## src/rtl/instr_pkg.sv

```systemverilog
// rtl/instr_pkg.sv - instruction class codes and MIPS opcode constants
// Purpose: shared by the encoder and the control unit.
// Contents: mnem_e (MN_* class codes, 5 bits), OP_* 6-bit opcodes, BGEZ rt selector.
package instr_pkg;

  typedef enum logic [4:0] {
    MN_R       = 5'd0,
    MN_BITSWAP = 5'd1,
    MN_LW      = 5'd2,
    MN_SW      = 5'd3,
    MN_ADDI    = 5'd4,
    MN_ADDIU   = 5'd5,
    MN_ANDI    = 5'd6,
    MN_ORI     = 5'd7,
    MN_XORI    = 5'd8,
    MN_SLTI    = 5'd9,
    MN_SLTIU   = 5'd10,
    MN_BEQ     = 5'd11,
    MN_BNE     = 5'd12,
    MN_LUI     = 5'd13,
    MN_B       = 5'd14,
    MN_BGEZ    = 5'd15,
    MN_J       = 5'd16
  } mnem_e;

  localparam logic [5:0] OP_R       = 6'b000000;
  localparam logic [5:0] OP_BITSWAP = 6'b011111;
  localparam logic [5:0] OP_LW      = 6'b100011;
  localparam logic [5:0] OP_SW      = 6'b101011;
  localparam logic [5:0] OP_ADDI    = 6'b001000;
  localparam logic [5:0] OP_ADDIU   = 6'b001001;
  localparam logic [5:0] OP_ANDI    = 6'b001100;
  localparam logic [5:0] OP_ORI     = 6'b001101;
  localparam logic [5:0] OP_XORI    = 6'b001110;
  localparam logic [5:0] OP_SLTI    = 6'b001010;
  localparam logic [5:0] OP_SLTIU   = 6'b001011;
  localparam logic [5:0] OP_BEQ     = 6'b000100;
  localparam logic [5:0] OP_BNE     = 6'b000101;
  localparam logic [5:0] OP_LUI     = 6'b001111;
  localparam logic [5:0] OP_B       = 6'b000011;
  localparam logic [5:0] OP_BGEZ    = 6'b000001;
  localparam logic [5:0] OP_J       = 6'b000010;

  // REGIMM rt selector that turns opcode 000001 into BGEZ.
  localparam logic [4:0] RT_BGEZ = 5'b00001;

endpackage

```

## src/rtl/instr_pack.sv

```systemverilog
// rtl/instr_pack.sv - combinational instruction field packer
// Purpose: pack mnemonic class plus fields into a 32-bit MIPS word.
// Ports: mnem_i, rs_i, rt_i, rd_i, shamt_i, funct_i, imm_i, target_i in;
//        word_o (packed word), illegal_o (mnem_i is not a known class) out.
module instr_pack
  import instr_pkg::*;
(
  input  logic [4:0]  mnem_i,
  input  logic [4:0]  rs_i,
  input  logic [4:0]  rt_i,
  input  logic [4:0]  rd_i,
  input  logic [4:0]  shamt_i,
  input  logic [5:0]  funct_i,
  input  logic [15:0] imm_i,
  input  logic [25:0] target_i,
  output logic [31:0] word_o,
  output logic        illegal_o
);

  always_comb begin
    word_o    = '0;
    illegal_o = 1'b0;
    case (mnem_i)
      MN_R:       word_o = {OP_R, rs_i, rt_i, rd_i, shamt_i, funct_i};
      MN_BITSWAP: word_o = {OP_BITSWAP, rs_i, rt_i, rd_i, shamt_i, funct_i};
      MN_LW:      word_o = {OP_LW, rs_i, rt_i, imm_i};
      MN_SW:      word_o = {OP_SW, rs_i, rt_i, imm_i};
      MN_ADDI:    word_o = {OP_ADDI, rs_i, rt_i, imm_i};
      MN_ADDIU:   word_o = {OP_ADDIU, rs_i, rt_i, imm_i};
      MN_ANDI:    word_o = {OP_ANDI, rs_i, rt_i, imm_i};
      MN_ORI:     word_o = {OP_ORI, rs_i, rt_i, imm_i};
      MN_XORI:    word_o = {OP_XORI, rs_i, rt_i, imm_i};
      MN_SLTI:    word_o = {OP_SLTI, rs_i, rt_i, imm_i};
      MN_SLTIU:   word_o = {OP_SLTIU, rs_i, rt_i, imm_i};
      MN_BEQ:     word_o = {OP_BEQ, rs_i, rt_i, imm_i};
      MN_BNE:     word_o = {OP_BNE, rs_i, rt_i, imm_i};
      MN_LUI:     word_o = {OP_LUI, 5'b0, rt_i, imm_i};
      MN_B:       word_o = {OP_B, 10'b0, imm_i};
      MN_BGEZ:    word_o = {OP_BGEZ, rs_i, RT_BGEZ, imm_i};
      MN_J:       word_o = {OP_J, target_i};
      default:    illegal_o = 1'b1;
    endcase
  end

endmodule

```

## src/rtl/instr_encoder.sv

```systemverilog
// rtl/instr_encoder.sv - instruction encoder writing packed words to instruction memory
// Purpose: accept instruction descriptions, pack them, write one word per request.
// Ports: clk, rst (sync, active-high); in_valid/in_ready request handshake;
//        mnem, rs, rt, rd, shamt, funct, imm, target, last request fields;
//        restart (DONE -> IDLE); mem_we/mem_addr/mem_wdata write port;
//        done, overflow, err_illegal status; count words written.
module instr_encoder
  import instr_pkg::*;
#(
  parameter int ADDR_W = 8
) (
  input  logic              clk,
  input  logic              rst,
  input  logic              in_valid,
  output logic              in_ready,
  input  logic [4:0]        mnem,
  input  logic [4:0]        rs,
  input  logic [4:0]        rt,
  input  logic [4:0]        rd,
  input  logic [4:0]        shamt,
  input  logic [5:0]        funct,
  input  logic [15:0]       imm,
  input  logic [25:0]       target,
  input  logic              last,
  input  logic              restart,
  output logic              mem_we,
  output logic [ADDR_W-1:0] mem_addr,
  output logic [31:0]       mem_wdata,
  output logic              done,
  output logic              overflow,
  output logic              err_illegal,
  output logic [ADDR_W:0]   count
);

  typedef enum logic [1:0] {ST_IDLE, ST_WRITE, ST_DONE} state_e;

  state_e            state_q, state_d;
  logic [ADDR_W-1:0] addr_q, addr_d;
  logic [ADDR_W:0]   count_q, count_d;
  logic [31:0]       wdata_q, wdata_d;
  logic              last_q, last_d;
  logic              ovf_q, ovf_d;
  logic              err_q, err_d;
  logic [31:0]       packed_word;
  logic              packed_illegal;
  logic              accept;

  instr_pack u_pack (
    .mnem_i   (mnem),
    .rs_i     (rs),
    .rt_i     (rt),
    .rd_i     (rd),
    .shamt_i  (shamt),
    .funct_i  (funct),
    .imm_i    (imm),
    .target_i (target),
    .word_o   (packed_word),
    .illegal_o(packed_illegal)
  );

  // Gated by rst so nothing is seen as accepted in the reset cycle.
  assign in_ready = (state_q == ST_IDLE) && !rst;
  assign accept   = in_valid && in_ready;

  always_comb begin
    state_d = state_q;
    addr_d  = addr_q;
    count_d = count_q;
    wdata_d = wdata_q;
    last_d  = last_q;
    ovf_d   = ovf_q;
    err_d   = err_q;
    case (state_q)
      ST_IDLE: begin
        if (accept) begin
          last_d = last;
          if (packed_illegal) begin
            err_d = 1'b1;
            if (last) state_d = ST_DONE;
          end else begin
            wdata_d = packed_word;
            state_d = ST_WRITE;
          end
        end
      end
      ST_WRITE: begin
        count_d = count_q + {{ADDR_W{1'b0}}, 1'b1};
        // The top word ends the program: the address is held, never wrapped.
        if (addr_q == {ADDR_W{1'b1}}) begin
          ovf_d   = 1'b1;
          state_d = ST_DONE;
        end else begin
          addr_d  = addr_q + {{(ADDR_W-1){1'b0}}, 1'b1};
          state_d = last_q ? ST_DONE : ST_IDLE;
        end
      end
      ST_DONE: begin
        if (restart) begin
          addr_d  = '0;
          count_d = '0;
          ovf_d   = 1'b0;
          err_d   = 1'b0;
          state_d = ST_IDLE;
        end
      end
      default: state_d = ST_IDLE;
    endcase
  end

  always_ff @(posedge clk) begin
    if (rst) begin
      state_q <= ST_IDLE;
      addr_q  <= '0;
      count_q <= '0;
      wdata_q <= '0;
      last_q  <= 1'b0;
      ovf_q   <= 1'b0;
      err_q   <= 1'b0;
    end else begin
      state_q <= state_d;
      addr_q  <= addr_d;
      count_q <= count_d;
      wdata_q <= wdata_d;
      last_q  <= last_d;
      ovf_q   <= ovf_d;
      err_q   <= err_d;
    end
  end

  assign mem_we      = (state_q == ST_WRITE);
  assign mem_addr    = addr_q;
  assign mem_wdata   = wdata_q;
  assign done        = (state_q == ST_DONE);
  assign overflow    = ovf_q;
  assign err_illegal = err_q;
  assign count       = count_q;

endmodule

```

## config.mk

```make
export PLATFORM = sky130hd
export DESIGN_NAME = instr_encoder
export DESIGN_NICKNAME = d
export VERILOG_FILES = /design/src/rtl/instr_pkg.sv /design/src/rtl/instr_pack.sv /design/src/rtl/instr_encoder.sv
export SDC_FILE = /design/constraint.sdc
export NUM_CORES = 1
export LEC_CHECK = 0
export CAP_MARGIN = 20
export CORE_MARGIN = 1
export CORE_UTILIZATION = 40
export DETAILED_ROUTE_END_ITERATION = 16
export GPL_TIMING_DRIVEN = 0
export PLACE_DENSITY = 0.77
export SLEW_MARGIN = 20
export SYNTH_ARGS = -nofsm -noshare
export SYNTH_HDL_FRONTEND = slang
export SYNTH_SLANG_ARGS = --single-unit
```

## constraint.sdc

```tcl
create_clock -name clk -period 4 [get_ports clk]
set_input_delay 0.8 -clock clk [delete_from_list [all_inputs] [get_ports clk]]
set_output_delay 0.8 -clock clk [all_outputs]
set_load 0.05 [all_outputs]
```

* Word level (Yosys, flattened, before mapping) *
Index checks and enable logic that the tools add are counted.

word-level totals
  flip-flop bits (word level) = 54
  bits of input ports = 78
  output and inout port bits = 54
  word-level logic and storage cells = 68

operators by class
  $add $sub $neg = 2
  equal/unequal tests = 25
  muxes and demuxes = 19
  reduce and logical (&&, ||, !) cells = 15

operators with widths
  cell                                                             number
  32-bit case mux with 17 select lines                             1
  5-bit by 4-bit == test with 1-bit output, second input constant  8
  5-bit by 3-bit == test with 1-bit output, second input constant  4
  9-bit case mux with 2 select lines                               1
  17-bit OR reduction                                              1
  8-bit two-way mux                                                2
  8-bit case mux with 2 select lines                               1
  2-bit two-way mux                                                6
  3-bit AND reduction                                              4
  5-bit by 2-bit == test with 1-bit output, second input constant  2
  9-bit by 1-bit adder with 9-bit output, second input constant    1
  9-bit two-way mux                                                1
  8-bit by 1-bit adder with 8-bit output, second input constant    1
  8-bit == test, second input constant                             1
  2-bit != test, second input constant                             4
  2-bit case mux with 3 select lines                               1
  5-bit by 1-bit == test with 1-bit output, second input constant  1
  5-bit == test, second input constant                             1
  5-bit zero test                                                  1
  1-bit two-way mux                                                4
  1-bit case mux with 2 select lines                               2
  2-bit AND reduction                                              2
  4-bit AND reduction                                              1
  2-bit nonzero test                                               2
  other kinds (7)                                                  8

* Logic depth before layout (Yosys ltp) *
Gate-level depths: netlist (run 1).

  depth after elaboration = 5
  gate-level depth with buffers = 9
  depth with buffers taken out = 5

* Cells and area by module *
Synthesis (run 1) repeated with hierarchy kept, for this count alone.

unflattened totals
  cell total of the unflattened synthesis = 366
  area, all modules = 3032.9 µm²

by module, submodules not included
  module         instances  cells each  area each (µm²)  sequential area each (µm²)
  instr_encoder  1          283         2394.8           1081.0
  instr_pack     1          83          638.1            0.0

* Least setup slack after synthesis (run 1) *
OpenSTA, ideal clock, no wires.

  path type = input port to output port
  from = input port rst
  to = output port in_ready
  arrival = 2312 ps
  data required time = 3200 ps
  setup slack = 888 ps
  stages on the path = 3
  buffers on the path = 2
  cell sequence = clkbuf_1 -> clkbuf_1 -> nor3_1

on the way
  longest elaborated chain between the ends = 2

RTL lines
  element            RTL line             text
  start, declared    instr_encoder.sv:13  input logic rst,
  1-bit zero test    instr_encoder.sv:62  assign in_ready = (state_q == ST_IDLE) && !rst;
  1-bit logical AND  instr_encoder.sv:62
  end, declared      instr_encoder.sv:15  output logic in_ready,

Every way passes these cells.

* Worst setup path in the final report (run 1) *
Same ends and word-level chain as after synthesis.

==> out/results.txt, run 1 <==
Via/cell ratio - 5.534
Hold worst-path end - mem_wdata[31]$_SDFFE_PP0P_
CTS H-tree depth - 2
Core area - 6982 um^2
RSZ-0062 raised after global routing - no
Peak Freq - 263.1 MHz
Peak supply drop - 0.1793 mV
Num CTS Buffers - 5
Ys flop type - dfxtp_1
P&R area growth vs syn - 52.87%
Clock-pin transition on the worst setup and hold timing paths - 0.10 ns
Hold depth - 2
Hold Path Class - reg2reg
Maximum root-to-sink buffer count - 2
Sequential share of power - 0.418
Clk_lat worst skew - 0.30 ns
Hold_ws - 0.4595 ns
Initial antenna violation count - 0
Via count - 3049
FF+latch count, synth - 54
Ys async rst share - 0
Chip width - 88.03 um
Final min period - 3.801 ns
NumNets Final - 534
Fill count - 593
Final Hold Fails - 0
Synth unique cells - 56
Height of the chip - 88.03 um
Synth Warn # - 0
Measured slew at the worst slew-check pin - 0.6725 ns
CTS sink cnt - 54
Total track usage - 0.2277
First-pass GRT wire length - 13720 um
Status - finished, final reports clean
Commonest non-fill, non-tap cell in the layout - clkdlybuf4s50_1
Mapped Cells - 317
CP Launch Type - primary input
Vias in the first global route - 2857
Max transition margin - 0.5517
RR Endpoint - mem_wdata[25]$_SDFFE_PP0P_
Setup violators final - 0
RR Startpoint - state_q[1]$_SDFFE_PP0P_
P_sw - 0.3784 mW
CP dominant cell by count - clkdlybuf4s50_1
Worst r2r path cells - 6
Setup TNS - 0 ns
Post-DP Area - 4382 um^2
Register area - 1081 um^2
Final total power - 1.363 mW
Final Cell Area - 4526 um^2
Syn_area_per_cell - 9.339 um^2
Slew Viols, Final - 0
CP max FO - 10
DRC viols - 0
EDFF count, synth - 0
R2r setup slk - 2.14 ns
Pre-antenna DRT Iters - 5
Die Footprint - 7749 um^2
Worst Setup End Kind - output port
Critical path's largest stage delay - 0.72 ns
CP required - 3.20 ns
Post-Syn Area - 2960 um^2
Cell Chain, Critical Path - clkdlybuf4s50_1 -> clkbuf_1 -> clkbuf_2 -> nor3_1 -> clkdlybuf4s50_1
Std-Cell Rows - 30
CTS tree - done
Commonest cells after routing, fill and taps aside - clkdlybuf4s50_1, dfxtp_1, nor2_1
Number of diodes - 0
Routed WL - 8995 um
Post-route clock period utilization - 0.9503
Initial Util - 0.4240
CP max stage cell - clkdlybuf4s50_1
Pleak - 1.602 nW
Seq/Total Area, Yosys - 0.3652
Type of the worst setup path - in2out
Final worst slack - 0.1990 ns
Post-synthesis net count - 397
Clk_skew - 0.003942 ns
Antenna viol nets, final - 0
Clock power share - 0.329
Comb power frac - 0.254
Largest net degree at the start of global routing - 17
First DRT Iteration DRCs - 117
Arrival @ worst endpoint - 3.00 ns
Setup WS pre-CTS - 0.009379 ns
Port bufs - 130
CTS root buffer - clkbuf_8
Hold wc startpoint - mem_wdata[31]$_SDFFE_PP0P_
Ports - 132
Cts hold-fix bufs - 0
Max Cap Viol - 0
Cell Pwr Density - 301.3 nW/um^2
Switching Share - 0.2776
Multi-input gate area - 1657 um^2
Share of cells above drive strength 1 - 0.1692
Congestion Overflow GR - 0
WL/cell - 16.32 um
DP Wirelength - 6886 um
GPL Wtd Cong - 0.8217
Internal power - 0.9849 mW
-- power groups by stage --
stage	Clock (mW)	Sequential (mW)	Combinational, mW
floorplan	0	0.646	0.132
global placement	0	0.581	0.339
detailed placement	0	0.582	0.346
CTS	0.452	0.569	0.348
global route	0.474	0.572	0.368
finish	0.448	0.569	0.346
-- worst max-delay path: cells and delay by family --
kind / cells / cell delay, ns
buffers and inverters: 4 / 2.10
AND/OR/NAND/NOR: 1 / 0.11
-- kinds of logic (layout without fill, tap and decap cells) --
kind of cell | count (synthesis) | in the layout | synth area share
adder cells (fa/ha/maj) | 2 | 2 | 0.008452
AND/OR/NAND/NOR | 116 | 116 | 0.2054
flip-flops | 54 | 54 | 0.3652
buffers and inverters | 30 | 168 | 0.07523
multiplexers | 19 | 19 | 0.07185
AO/OA/AOI/OAI | 93 | 93 | 0.2650
XOR/XNOR | 3 | 3 | 0.008877
-- synthesized netlist by cell type, types with 5 or more instances --
cell type,instances,area share
a22oi_2,5,0.021
nand4_1,5,0.011
nand2_1,13,0.016
buf_4,5,0.013
clkbuf_1,6,0.0076
a221oi_1,9,0.027
nor3_1,10,0.017
o21ai_0,7,0.012
nand3_1,10,0.017
a21oi_1,17,0.029
a211oi_2,15,0.063
mux2_2,18,0.068
dfxtp_1,54,0.37
buf_6,6,0.023
nor2_1,46,0.058
nand2b_1,7,0.015
a22oi_1,12,0.030
-- through the flow --
stage	util	std cells
after floorplan	-	317
after global placement	0.6276	543
after detailed placement	0.6276	543
after CTS	0.6482	551
after global routing	0.6482	551
final	0.6482	551
-- how the worst max path moves through the flow --
stage	slack (ns)	endpoint	cells past startpoint	startpoint
2_1_floorplan	0.89	in_ready	3	rst
3_3_place_gp	0.04	in_ready	5	rst
3_5_place_dp	0.009	in_ready	5	rst
4_1_cts	0.21	in_ready	5	rst
5_1_grt	0.11	in_ready	5	rst
6_report	0.20	in_ready	5	rst
-- per-layer routing --
| metal | GRT usage | vias up | routed length, um |
|---|---|---|---|
| met5 | 0 | - | 0 |
| met4 | 0.04399 | 0 | 61 |
| met3 | 0.06126 | 6 | 795 |
| met2 | 0.4200 | 126 | 4442 |
| met1 | 0.2646 | 1444 | 3695 |
| li1 | - | 1473 | - |
-- layout make-up --
| cell class | count | area share |
|---|---|---|
| well taps | 96 | 0.02654 |
| repair buffers | 130 | 0.2875 |
| multi-input cells | 233 | 0.3660 |
| inverters | 6 | 0.006635 |
| clock buffers | 6 | 0.01825 |
| clock inverters | 2 | 0.01327 |
| plain buffers | 24 | 0.04285 |
| flip-flops and latches | 54 | 0.2389 |
-- sequential cells by signal (all words and copies together) (netlist names) --
register and cells:
mem_wdata 32, last_q 1, overflow 1, count 9
mem_addr 8, err_illegal 1, state_q 2
-- timing repair --
item / in CTS / in global routing
buffers inserted: 0 / 0
gates resized for setup: 1 / 0
endpoints found under the setup margin: 1 / 0
(Power assumes the default switching activity.)
==> inputs of run 2 (changes only) <==
--- a/config.mk
+++ b/config.mk
@@ -6,11 +6,13 @@
 export NUM_CORES = 1
 export LEC_CHECK = 0
 export CAP_MARGIN = 20
+export CORE_ASPECT_RATIO = 1.2
 export CORE_MARGIN = 1
 export CORE_UTILIZATION = 40
 export DETAILED_ROUTE_END_ITERATION = 16
 export GPL_TIMING_DRIVEN = 0
 export PLACE_DENSITY = 0.77
+export SKIP_CTS_REPAIR_TIMING = 1
 export SLEW_MARGIN = 20
 export SYNTH_ARGS = -nofsm -noshare
 export SYNTH_HDL_FRONTEND = slang
==> out/results.txt, run 2 (synthesized netlist as in run 1, its figures left out) <==
Status - finished, final reports clean
CTS tree - done
Met1 usage - 0.2467
DP Wirelength - 6687 um
Worst Setup SP - rst
Sequential share of power - 0.442
Number of diodes - 0
RSZ-0062 raised after global routing - no
CP required - 3.20 ns
RR Endpoint - mem_wdata[21]$_SDFFE_PP0P_
Type of the worst setup path - in2out
Chip width - 80.53 um
Initial antenna violation count - 0
Final Non-Filler Cells - 544
Maximum root-to-sink buffer count - 2
Pleak - 1.588 nW
Comb power frac - 0.268
Gr busiest metal - met2
DRC viols - 0
Initial Util - 0.4118
Crit path to - in_ready
Share of cells above drive strength 1 - 0.1674
Max Cap Viol - 0
Measured slew at the worst slew-check pin - 0.7158 ns
Final Hold Fails - 0
Via/cell ratio - 5.586
Largest net degree at the start of global routing - 16
NumNets Final - 534
Vias in the first global route - 2767
Cell Pwr Density - 287.0 nW/um^2
Clock-pin transition on the worst setup and hold timing paths - 0.09 ns
First DRT Iteration DRCs - 143
Dpl cells - 537
Arrival @ worst endpoint - 2.95 ns
Worst Setup End Kind - output port
CP Launch Type - primary input
Worst r2r path cells - 6
R2r setup slk - 2.16 ns
Commonest non-fill, non-tap cell in the layout - clkdlybuf4s50_1
CP max FO - 10
Height of the chip - 96.24 um
Total track usage - 0.2212
Core area - 7189 um^2
Max transition margin - 0.5228
CTS H-tree depth - 2
Routed WL - 8743 um
GPL Wtd Cong - 0.8473
Cell Chain, Critical Path - clkdlybuf4s50_1 -> clkbuf_1 -> clkbuf_2 -> nor3_1 -> clkdlybuf4s50_1
Hold Path Class - reg2reg
P&R area growth vs syn - 51.61%
Num CTS Buffers - 5
RR Startpoint - state_q[0]$_SDFFE_PP0P_
Peak supply drop - 0.1546 mV
Post-route clock period utilization - 0.9386
Internal power - 0.9184 mW
Slew Viols, Final - 0
Clk_skew - 0.002844 ns
Clock power share - 0.290
Final min period - 3.755 ns
Via count - 3039
GR met3 Demand/Resource - 0.04929
Hold depth - 2
Max FFs per register - 32
Pre-antenna DRT Iters - 4
Critical path's largest stage delay - 0.71 ns
Ports - 132
CTS sink cnt - 54
CP dominant cell by count - clkdlybuf4s50_1
First-pass GRT wire length - 13230 um
Switching Share - 0.2870
Commonest cells after routing, fill and taps aside - clkdlybuf4s50_1, dfxtp_1, nor2_1
Setup TNS - 0 ns
CP max stage cell - clkdlybuf4s50_1
Peak Freq - 266.3 MHz
Clk_lat worst skew - 0.31 ns
Antenna viol nets, final - 0
CTS root buffer - clkbuf_8
P_sw - 0.3697 mW
Port bufs - 130
Congestion Overflow GR - 0
GRT met2 Usage - 0.4153
WL/cell - 16.07 um
Die Footprint - 7750 um^2
Std-Cell Rows - 34
Setup violators final - 0
run 2: cell types whose count changed in the layout (fill, tap and decap cells not counted):
cell,delta
bufinv_16,-1
run 2: worst min path at each step:
| stage | start | to |
|---|---|---|
| after global placement | overflow$_SDFFE_PP0P_ | overflow$_SDFFE_PP0P_ |
| after global routing | overflow$_SDFFE_PP0P_ | overflow$_SDFFE_PP0P_ |
| final | overflow$_SDFFE_PP0P_ | overflow$_SDFFE_PP0P_ |
| after CTS | overflow$_SDFFE_PP0P_ | overflow$_SDFFE_PP0P_ |
| after floorplan | last_q$_SDFFE_PP0P_ | last_q$_SDFFE_PP0P_ |
| after detailed placement | overflow$_SDFFE_PP0P_ | overflow$_SDFFE_PP0P_ |
run 2: per-stage QoR:
stage / hold WS [ns] / setup slack, ns / total power, mW / cell area (um^2) / util
after floorplan: 0.4342 / 0.8877 / 0.7780 / 2960 / -
after global placement: 0.4454 / 0.01766 / 0.9217 / 4374 / 0.6084
after detailed placement: 0.4528 / 0.01429 / 0.9277 / 4374 / 0.6084
after CTS: 0.4663 / 0.01771 / 1.300 / 4487 / 0.6241
after global routing: 0.4920 / 0.1573 / 1.346 / 4488 / 0.6243
final: 0.4598 / 0.2455 / 1.288 / 4488 / 0.6243
run 2: area by class of cell:
type	count	area, um^2
Buffer	24	193.9
Clock buffer	6	82.58
Clock inverter	1	30.03
Fill cell	631	2701
Inverter	6	30.03
Multi-Input combinational cell	233	1657
Sequential cell	54	1081
Tap cell	90	112.6
Timing Repair Buffer	130	1301
run 2: per-layer routing:
metal  up-vias  routed length (um)
met3        12                 683
met4         0                 111
met1      1444                3552
met2       114                4397
met5         -                   0
li1       1469                   -
run 2: critical path, delay by kind of cell:
family | cells | cell delay (ns)
AND/OR/NAND/NOR | 1 | 0.10
buffers and inverters | 4 | 2.04
run 2: power by group through the flow:
| stage | registers [mW] | logic, mW | clock network [mW] |
|---|---|---|---|
| finish | 0.570 | 0.345 | 0.374 |
| CTS | 0.570 | 0.347 | 0.383 |
| floorplan | 0.646 | 0.132 | 0 |
| global placement | 0.582 | 0.340 | 0 |
| detailed placement | 0.582 | 0.345 | 0 |
| global route | 0.572 | 0.368 | 0.406 |
==> inputs of run 3 (changes only) <==
--- a/config.mk
+++ b/config.mk
@@ -11,9 +11,11 @@
 export CORE_UTILIZATION = 40
 export DETAILED_ROUTE_END_ITERATION = 16
 export GPL_TIMING_DRIVEN = 0
+export MAX_ROUTING_LAYER = met4
 export PLACE_DENSITY = 0.77
 export SKIP_CTS_REPAIR_TIMING = 1
 export SLEW_MARGIN = 20
 export SYNTH_ARGS = -nofsm -noshare
 export SYNTH_HDL_FRONTEND = slang
+export SYNTH_HIERARCHICAL = 1
 export SYNTH_SLANG_ARGS = --single-unit
==> out/results.txt, run 3 <==
Status - finished, final reports clean
Ys flop type - dfxtp_1
Clk_lat worst skew - 0.31 ns
Synth unique cells - 53
Slew Viols, Final - 0
Congestion Overflow GR - 0
CTS root buffer - clkbuf_8
Post-synthesis net count - 446
Initial antenna violation count - 0
CP max FO - 10
Number of diodes - 0
CP required - 3.20 ns
Final Hold Fails - 0
Ys async rst share - 0
Max FFs per register - 32
Top-area cell type share of the netlist area - 0.3564
Routed WL - 9351 um
DRC viols - 0
Synth Warn # - 6
Dpl cells - 585
Fill count - 674
Commonest non-fill, non-tap cell in the layout - clkdlybuf4s50_1
Clock-pin transition on the worst setup and hold timing paths - 0.09 ns
Core area - 7274 um^2
CTS tree - done
Post-synth top area cell - dfxtp_1
Hold_ws - 0.4594 ns
Initial Util - 0.4169
P&R area growth vs syn - 48.93%
Height of the chip - 97.39 um
Ports - 132
Measured slew at the worst slew-check pin - 0.5998 ns
Antenna viol nets, final - 0
First-pass GRT wire length - 14990 um
Chip width - 81.49 um
Cell Pwr Density - 255.3 nW/um^2
Type of the worst setup path - in2out
Register area - 1081 um^2
Vias in the first global route - 3198
Clk_skew - 0.005111 ns
Mapped Cells - 366
Top post-synthesis cells by area - dfxtp_1, nand3_1, a21oi_1
Die Footprint - 7936 um^2
Port bufs - 129
CP Launch Type - primary input
Seq/Total Area, Yosys - 0.3564
Total track usage - 0.2484
FF+latch count, synth - 54
Syn_area_per_cell - 8.287 um^2
Synth cell count leaders - dfxtp_1, nand3_1, a21oi_1
Pleak - 1.573 nW
Peak Freq - 260.8 MHz
DP Wirelength - 7069 um
Share of cells above drive strength 1 - 0.06773
Peak supply drop - 0.1440 mV
CTS H-tree depth - 2
Via/cell ratio - 5.736
Num CTS Buffers - 5
Hold Path Class - reg2reg
RSZ-0062 raised after global routing - no
CTS sink cnt - 54
NumNets Final - 582
GPL Wtd Cong - 0.8567
Setup violators final - 0
Maximum root-to-sink buffer count - 2
Via count - 3396
EDFF count, synth - 0
Pre-antenna DRT Iters - 5
Std-Cell Rows - 34
Multi-input gate area - 1728 um^2
Worst Setup End Kind - output port
Max Cap Viol - 0
Cell with the most instances after synthesis - dfxtp_1
First DRT Iteration DRCs - 170
Arrival @ worst endpoint - 3.03 ns
Post-route clock period utilization - 0.9587
Largest net degree at the start of global routing - 16
WL/cell - 15.80 um
Final min period - 3.835 ns
Setup TNS - 0 ns
Commonest cells after routing, fill and taps aside - clkdlybuf4s50_1, dfxtp_1, nand3_1
Final Non-Filler Cells - 592
Max transition margin - 0.5987
Post-Syn Area - 3033 um^2
-- run 3: cell types whose count changed after synthesis, sizes merged, moves of 11 or more --
cell / previous run / this run
a211oi: 18 / 7
a22oi: 17 / 0
nor2: 47 / 6
a221o: 0 / 16
nand3: 10 / 46
o21ai: 7 / 36
and2: 0 / 20
mux2: 18 / 1
a21oi: 17 / 44
-- run 3: critical path, stage by stage --
cell             delay, ns
clkdlybuf4s50_1       0.61
clkbuf_1              0.33
clkbuf_1              0.47
nor3_1                0.11
clkdlybuf4s50_1       0.72
-- run 3: layer usage --
metal  wire (um)  track usage
met5           0            -
met4         164      0.07967
met3         734      0.06103
met2        4599       0.4064
met1        3853       0.2925
-- run 3: final cells by class --
class	count	share of cell area
plain buffers	34	0.04127
inverters	10	0.008310
clock inverters	1	0.001662
clock buffers	6	0.01607
well taps	90	0.02493
multi-input cells	268	0.3825
repair buffers	129	0.2859
flip-flops and latches	54	0.2393
-- run 3: path summary, 6_finish.rpt --
check,start,end,slack [ns],cells past startpoint
max reg2reg,mem_addr[0]$_SDFFE_PP0P_,mem_addr[0]$_SDFFE_PP0P_,2.30,5
min reg2reg,overflow$_SDFFE_PP0P_,overflow$_SDFFE_PP0P_,0.46,2
max,rst,in_ready,0.17,5
min,overflow$_SDFFE_PP0P_,overflow$_SDFFE_PP0P_,0.46,2
-- run 3: logic make-up (layout without fill, tap and decap cells) --
kind of cell             count (synthesis)  in the layout  share of synthesized area
XOR/XNOR                                 3              3                   0.008665
buffers and inverters                   44            180                    0.07384
AND/OR/NAND/NOR                        123            123                     0.2397
multiplexers                             9              9                    0.03135
adder cells (fa/ha/maj)                  2              2                   0.008250
AO/OA/AOI/OAI                          131            131                     0.2818
flip-flops                              54             54                     0.3564
-- run 3: through the flow --
stage / utilization / power [mW] / worst slack [ns] / cell area (um^2)
finish: 0.6209 / 1.153 / 0.1651 / 4517
global placement: 0.6099 / 0.8589 / 0.1882 / 4437
global route: 0.6209 / 1.195 / 0.02188 / 4517
CTS: 0.6209 / 1.156 / 0.1748 / 4517
floorplan: - / 0.7279 / 0.9799 / 3033
detailed placement: 0.6099 / 0.8621 / 0.1890 / 4437
-- run 3: where the power goes --
part | total (mW) | internal, mW | switching (mW)
Sequential | 0.557 | 0.549 | 0.00796
Clock | 0.302 | 0.121 | 0.182
Combinational | 0.294 | 0.139 | 0.155
